`config.mk`:
```
export PLATFORM = sky130hd
export DESIGN_NAME = regs_cmd_initiator
export DESIGN_NICKNAME = d
export VERILOG_FILES = /design/src/rtl/regs_cmd_initiator.sv
export SDC_FILE = /design/constraint.sdc
export NUM_CORES = 1
export LEC_CHECK = 0
export ABC_CLOCK_PERIOD_IN_PS = 2250
export BUFFER_PORTS_ARGS = -buffer_cell sky130_fd_sc_hd__buf_2
export CORE_MARGIN = 2
export CORE_UTILIZATION = 40
export CTS_CLUSTER_SIZE = 16
export DETAILED_ROUTE_END_ITERATION = 6
export GPL_ROUTABILITY_DRIVEN = 0
export SLEW_MARGIN = 20
export SYNTH_ARGS = -nofsm -noshare
export SYNTH_HDL_FRONTEND = slang
export SYNTH_SLANG_ARGS = --single-unit
```
`constraint.sdc`:
```
create_clock -name clk_i -period 2.25 [get_ports clk_i]
set_clock_uncertainty 0.05 [all_clocks]
set_input_delay 0.225 -clock clk_i [delete_from_list [all_inputs] [get_ports clk_i]]
set_output_delay 0.225 -clock clk_i [all_outputs]
set_load 0.01 [all_outputs]
```
`src/rtl/regs_cmd_initiator.sv`:
```
// Register command initiator: queues read/write requests in a small FIFO and
// issues them one at a time on a simple register command port.
module regs_cmd_initiator #(
  parameter int ADDR_W     = 8,
  parameter int DATA_W     = 32,
  parameter int FIFO_DEPTH = 4,
  parameter int RD_LAT     = 1
) (
  input  logic              clk_i,
  input  logic              rstn_i,
  input  logic              req_valid_i,
  output logic              req_ready_o,
  input  logic              req_wr_i,
  input  logic [ADDR_W-1:0] req_addr_i,
  input  logic [DATA_W-1:0] req_wdata_i,
  output logic              rsp_valid_o,
  input  logic              rsp_ready_i,
  output logic [ADDR_W-1:0] rsp_addr_o,
  output logic [DATA_W-1:0] rsp_rdata_o,
  output logic [1:0]        cmd_o,
  output logic [ADDR_W-1:0] cmd_addr_o,
  output logic [DATA_W-1:0] cmd_data_w_o,
  input  logic [DATA_W-1:0] cmd_data_r_i,
  output logic              busy_o
);

  localparam int PTR_W = $clog2(FIFO_DEPTH);
  localparam logic [1:0] CMD_IDLE  = 2'b00;
  localparam logic [1:0] CMD_READ  = 2'b01;
  localparam logic [1:0] CMD_WRITE = 2'b10;
  localparam logic [2:0] LAT_INIT  = 3'(RD_LAT - 1);

  typedef enum logic [1:0] {ST_IDLE, ST_ISSUE, ST_WAIT_RD, ST_RESP} state_t;

  logic              fifo_wr_mem   [FIFO_DEPTH];
  logic [ADDR_W-1:0] fifo_addr_mem [FIFO_DEPTH];
  logic [DATA_W-1:0] fifo_data_mem [FIFO_DEPTH];

  logic [PTR_W-1:0] wr_ptr_q, wr_ptr_d, rd_ptr_q, rd_ptr_d;
  logic [PTR_W:0]   count_q, count_d;
  logic             push, pop, fifo_empty, fifo_full;
  logic             head_wr;
  logic [ADDR_W-1:0] head_addr;
  logic [DATA_W-1:0] head_data;

  state_t            state_q, state_d;
  logic [1:0]        cmd_q, cmd_d;
  logic [ADDR_W-1:0] cmd_addr_q, cmd_addr_d;
  logic [DATA_W-1:0] cmd_data_q, cmd_data_d;
  logic [ADDR_W-1:0] rsp_addr_q, rsp_addr_d;
  logic [DATA_W-1:0] rsp_rdata_q, rsp_rdata_d;
  logic [2:0]        lat_cnt_q, lat_cnt_d;
  logic              load_next;

  assign fifo_full   = (count_q == (PTR_W+1)'(FIFO_DEPTH));
  assign fifo_empty  = (count_q == '0);
  assign req_ready_o = !fifo_full;
  assign push        = req_valid_i && !fifo_full;

  assign head_wr   = fifo_wr_mem[rd_ptr_q];
  assign head_addr = fifo_addr_mem[rd_ptr_q];
  assign head_data = fifo_data_mem[rd_ptr_q];

  // Storage needs no reset: occupancy is tracked solely by the pointers/count.
  always_ff @(posedge clk_i) begin
    if (push) begin
      fifo_wr_mem[wr_ptr_q]   <= req_wr_i;
      fifo_addr_mem[wr_ptr_q] <= req_addr_i;
      fifo_data_mem[wr_ptr_q] <= req_wdata_i;
    end
  end

  always_comb begin
    wr_ptr_d = push ? wr_ptr_q + PTR_W'(1) : wr_ptr_q;
    rd_ptr_d = pop  ? rd_ptr_q + PTR_W'(1) : rd_ptr_q;
    count_d  = count_q;
    case ({push, pop})
      2'b10:   count_d = count_q + (PTR_W+1)'(1);
      2'b01:   count_d = count_q - (PTR_W+1)'(1);
      default: count_d = count_q;
    endcase
  end

  always_comb begin
    state_d     = state_q;
    cmd_d       = CMD_IDLE;
    cmd_addr_d  = '0;
    cmd_data_d  = '0;
    rsp_addr_d  = rsp_addr_q;
    rsp_rdata_d = rsp_rdata_q;
    lat_cnt_d   = lat_cnt_q;
    load_next   = 1'b0;
    pop         = 1'b0;
    case (state_q)
      ST_IDLE: load_next = !fifo_empty;
      ST_ISSUE: begin
        if (cmd_q == CMD_READ) begin
          state_d    = ST_WAIT_RD;
          lat_cnt_d  = LAT_INIT;
          rsp_addr_d = cmd_addr_q;
        end else if (!fifo_empty) begin
          load_next = 1'b1;
        end else begin
          state_d = ST_IDLE;
        end
      end
      ST_WAIT_RD: begin
        if (lat_cnt_q == 3'd0) begin
          rsp_rdata_d = cmd_data_r_i;
          state_d     = ST_RESP;
        end else begin
          lat_cnt_d = lat_cnt_q - 3'd1;
        end
      end
      ST_RESP: begin
        if (rsp_ready_i) begin
          if (!fifo_empty) load_next = 1'b1;
          else             state_d   = ST_IDLE;
        end
      end
      default: state_d = ST_IDLE;
    endcase
    // Popping the head always lands in ISSUE with a one-cycle command.
    if (load_next) begin
      pop        = 1'b1;
      state_d    = ST_ISSUE;
      cmd_d      = head_wr ? CMD_WRITE : CMD_READ;
      cmd_addr_d = head_addr;
      cmd_data_d = head_wr ? head_data : '0;
    end
  end

  always_ff @(posedge clk_i or negedge rstn_i) begin
    if (!rstn_i) begin
      wr_ptr_q    <= '0;
      rd_ptr_q    <= '0;
      count_q     <= '0;
      state_q     <= ST_IDLE;
      cmd_q       <= CMD_IDLE;
      cmd_addr_q  <= '0;
      cmd_data_q  <= '0;
      rsp_addr_q  <= '0;
      rsp_rdata_q <= '0;
      lat_cnt_q   <= '0;
    end else begin
      wr_ptr_q    <= wr_ptr_d;
      rd_ptr_q    <= rd_ptr_d;
      count_q     <= count_d;
      state_q     <= state_d;
      cmd_q       <= cmd_d;
      cmd_addr_q  <= cmd_addr_d;
      cmd_data_q  <= cmd_data_d;
      rsp_addr_q  <= rsp_addr_d;
      rsp_rdata_q <= rsp_rdata_d;
      lat_cnt_q   <= lat_cnt_d;
    end
  end

  assign cmd_o        = cmd_q;
  assign cmd_addr_o   = cmd_addr_q;
  assign cmd_data_w_o = cmd_data_q;
  assign rsp_valid_o  = (state_q == ST_RESP);
  assign rsp_addr_o   = rsp_addr_q;
  assign rsp_rdata_o  = rsp_rdata_q;
  assign busy_o       = !fifo_empty || (state_q != ST_IDLE);

endmodule
```
==> results.sh <==
export IMPL_status="complete, no violations"
export IMPL_min_to="wr_ptr_q[0]$_DFFE_PN0P_"
export IMPL_p_leak_nw=5.132
export IMPL_hold_viol_final=0
export IMPL_crit_path_cell_trace="ha_4 -> a221o_1 -> nand2_4 -> inv_4 -> ha_4 -> inv_2 -> fa_2 -> xor2_1 -> nor2_1 -> xor2_1"
export IMPL_synth_edf_count=164
export IMPL_crit_slowest_cell="dfrtp_2"
export IMPL_hp_class="primary input to flip-flop"
export IMPL_fill_cells=1877
export IMPL_n_antenna_cell=0
export IMPL_holdPathStages=3
export IMPL_drive_gt1_frac=0.4428
export IMPL_dp_cells=951
export IMPL_synth_seq_cells=258
export IMPL_grt_pass1_vias=5622
export IMPL_overflow=0
export IMPL_cp_start_kind="flip-flop"
export IMPL_setup_violations=0
export IMPL_grt_max_degree=42
export IMPL_drt_iter0_markers=317
export IMPL_slowest_delay_ns=0.47
export IMPL_powerDensity_nw_per_um2=1340
export IMPL_tightestPinTransition_ns=0.4886
export IMPL_max_cap_violations=0
export IMPL_dp_hpwl_mm=11.36
export IMPL_wl_per_cell_um=17.86
export IMPL_antenna_found_initial=0
export IMPL_worstSetupPathType="flip-flop to flip-flop"
export IMPL_end_kind="flip-flop"
export IMPL_post_synth_cell_area_avg_sq_um=20.35
export IMPL_die_area_sq_um=25380
export IMPL_ir_worst_vdd_mv=0.6758
export IMPL_reg2reg_from="state_q[0]$_DFFE_PN0P_"
export IMPL_cts_sinks=258
export IMPL_rows=56
export IMPL_rr_endpoint="count_q[2]$_DFFE_PN0P_"
export IMPL_rsz0062_at_grt="true"
export IMPL_ant_nets=0
export IMPL_grt_use_total=0.1533
export IMPL_via_per_inst=4.719
export IMPL_hp_start="req_valid_i"
export IMPL_power_total_mw=17.04
export IMPL_wl_mm=19.29
export IMPL_ys_types=39
export IMPL_min_period_over_period=0.9561
export IMPL_ys_warn_count=0
export IMPL_fin_nets=830
export IMPL_relSlewSlack=0.6743
export IMPL_cp_top_family="adder cells"
export IMPL_ios=162
export IMPL_ctsRootBufferMaster="clkbuf_16"
export IMPL_placed_area_sq_um=10970
export IMPL_critical_path_arrival_ns=2.50
export IMPL_start_util=0.4098
export IMPL_die_x_um=159.3
export IMPL_core_area_sq_um=23540
export IMPL_clk_latency_ns=0.53
export IMPL_hold_ws_ns=0.08206
export IMPL_vias=5097
export IMPL_r2r_cells=10
export IMPL_fp_dieH_um=159.3
export IMPL_area_growth_synth_to_final_pct=31.86
export IMPL_synth_nets=564
export IMPL_path_clk_slew_ns=0.06
export IMPL_slew_viol_final=0
export IMPL_drtPass1Iterations=4
export IMPL_cts_tree="yes"
export IMPL_syn_inst=474
export IMPL_final_cell_mix="edfxtp_1, buf_2, dfrtp_1"
export IMPL_cts_buffer_depth=3
export IMPL_yosysSeqAreaShare=0.7542
export IMPL_period_needed_ns=2.151
export IMPL_layout_commonest_cell="edfxtp_1"
export IMPL_finalNonFillerCells=1080
export IMPL_async_flop_share=0.3643
export IMPL_h_tree_depth=1
export IMPL_cp_max_fo=4
export IMPL_synth_ff_type="edfxtp_1"
export IMPL_io_buffers=161
export IMPL_fmax_mhz=464.8
export IMPL_syn_area_sq_um=9648
export IMPL_grt_pass1_wl_mm=30.88
export IMPL_ff2ff_setup_slack_ns=0.1
export IMPL_cts_made_buffers=27
export IMPL_worstPathRequired_ns=2.60
export IMPL_drc=0
export IMPL_path_buf_inv=2
export IMPL_finish_instance_area_sq_um=12720
-- worst register-to-register path: stages, from the launching register on --
cell     delay, ns
dfrtp_2       0.47
ha_4          0.19
a221o_1       0.40
nand2_4       0.11
inv_4         0.04
ha_4          0.16
inv_2         0.05
fa_2          0.18
xor2_1        0.15
nor2_1        0.07
xor2_1        0.14
-- metrics by stage --
step | worst slack [ns] | util | setup TNS [ns]
floorplan | 0.01123 | - | 0
global placement | 0.1169 | 0.4660 | 0
detailed placement | -0.03283 | 0.4660 | -0.03283
CTS | 0.04170 | 0.5372 | 0
global route | -0.01602 | 0.5404 | -0.01602
finish | 0.09876 | 0.5404 | 0
-- Yosys cell counts (2+ instances only) --
| cell type | number | area, sq um |
|---|---|---|
| and2_1 | 4 | 25.02 |
| and2_4 | 29 | 254.0 |
| and3_1 | 12 | 75.07 |
| buf_2 | 9 | 45.04 |
| buf_6 | 4 | 45.04 |
| clkbuf_1 | 5 | 18.77 |
| dfrtp_1 | 94 | 2352 |
| edfxtp_1 | 164 | 4925 |
| ha_1 | 12 | 150.1 |
| inv_1 | 12 | 45.04 |
| mux2_1 | 18 | 202.7 |
| mux2_2 | 23 | 259.0 |
| mux2i_1 | 3 | 30.03 |
| mux4_2 | 41 | 923.4 |
| nand2_1 | 6 | 22.52 |
| nand2b_1 | 3 | 18.77 |
| nand3_1 | 2 | 10.01 |
| nor2_1 | 5 | 18.77 |
| nor2b_1 | 2 | 12.51 |
| nor3_1 | 2 | 10.01 |
| o21ai_0 | 2 | 10.01 |
| xnor2_1 | 4 | 35.03 |
| xor2_1 | 2 | 17.52 |
-- where the power goes --
part,internal [mW],switching (mW),total (mW),leakage [nW]
sequential,6.44,0.478,6.92,2.68
combinational,2.92,2.74,5.66,2.02
clock,2.73,1.74,4.47,0.437
-- worst max path at each step --
| stage | depth (start not counted) | slack, ns | from | to |
|---|---|---|---|---|
| after floorplan | 9 | 0.01 | state_q[0]$_DFFE_PN0P_ | count_q[1]$_DFFE_PN0P_ |
| after global placement | 11 | 0.12 | state_q[0]$_DFFE_PN0P_ | count_q[2]$_DFFE_PN0P_ |
| after detailed placement | 11 | -0.03 | state_q[0]$_DFFE_PN0P_ | count_q[2]$_DFFE_PN0P_ |
| after CTS | 11 | 0.04 | state_q[0]$_DFFE_PN0P_ | count_q[2]$_DFFE_PN0P_ |
| after global routing | 11 | -0.02 | state_q[0]$_DFFE_PN0P_ | count_q[2]$_DFFE_PN0P_ |
| final | 10 | 0.1 | state_q[0]$_DFFE_PN0P_ | count_q[2]$_DFFE_PN0P_ |
-- routing by layer --
layer	global-route usage	wire [um]	part of all wire
met3	0.03464	984	0.051
met2	0.2739	9874	0.51
met4	0.03719	427	0.022
met1	0.1901	8005	0.41
met5	0	0	0
-- registers in the layout, indices dropped and copies added (netlist names) --
name           cells
lat_cnt_q          3
wr_ptr_q           2
state_q            2
fifo_addr_mem     32
count_q            3
rsp_addr_o         8
fifo_data_mem    128
rd_ptr_q           2
cmd_addr_o         8
fifo_wr_mem        4
cmd_o              2
rsp_rdata_o       32
cmd_data_w_o      32
-- cells by family (layout without fill, tap and decap cells) --
kind of cell / after synthesis / count (layout) / synth area share
multiplexers: 85 / 85 / 0.1467
buffers and inverters: 32 / 319 / 0.01712
adder cells (fa/ha/maj): 13 / 13 / 0.01764
AO/OA/AOI/OAI: 9 / 9 / 0.006743
XOR/XNOR: 6 / 6 / 0.005447
flip-flops: 258 / 258 / 0.7542
AND/OR/NAND/NOR: 71 / 71 / 0.05213
-- timing repair --
| item | 4_1_cts | 5_1_grt |
|---|---|---|
| hold endpoints to repair | 252 | 0 |
| pin swaps | 1 | 4 |
| setup buffers | 2 | 3 |
| hold buffers | 74 | 0 |
| resized for setup | 4 | 13 |
| setup endpoints to repair | 1 | 2 |
-- layout make-up --
type	instances	area [sq um]	share of cell area
flip-flops and latches	258	7284	0.5726
multi-input cells	184	2271	0.1785
repair buffers	256	1807	0.1420
clock buffers	35	725.7	0.05704
well taps	319	399.1	0.03137
clock inverters	15	178.9	0.01406
inverters	13	56.30	0.004426
No activity file was read; power rests on OpenSTA's default activity.
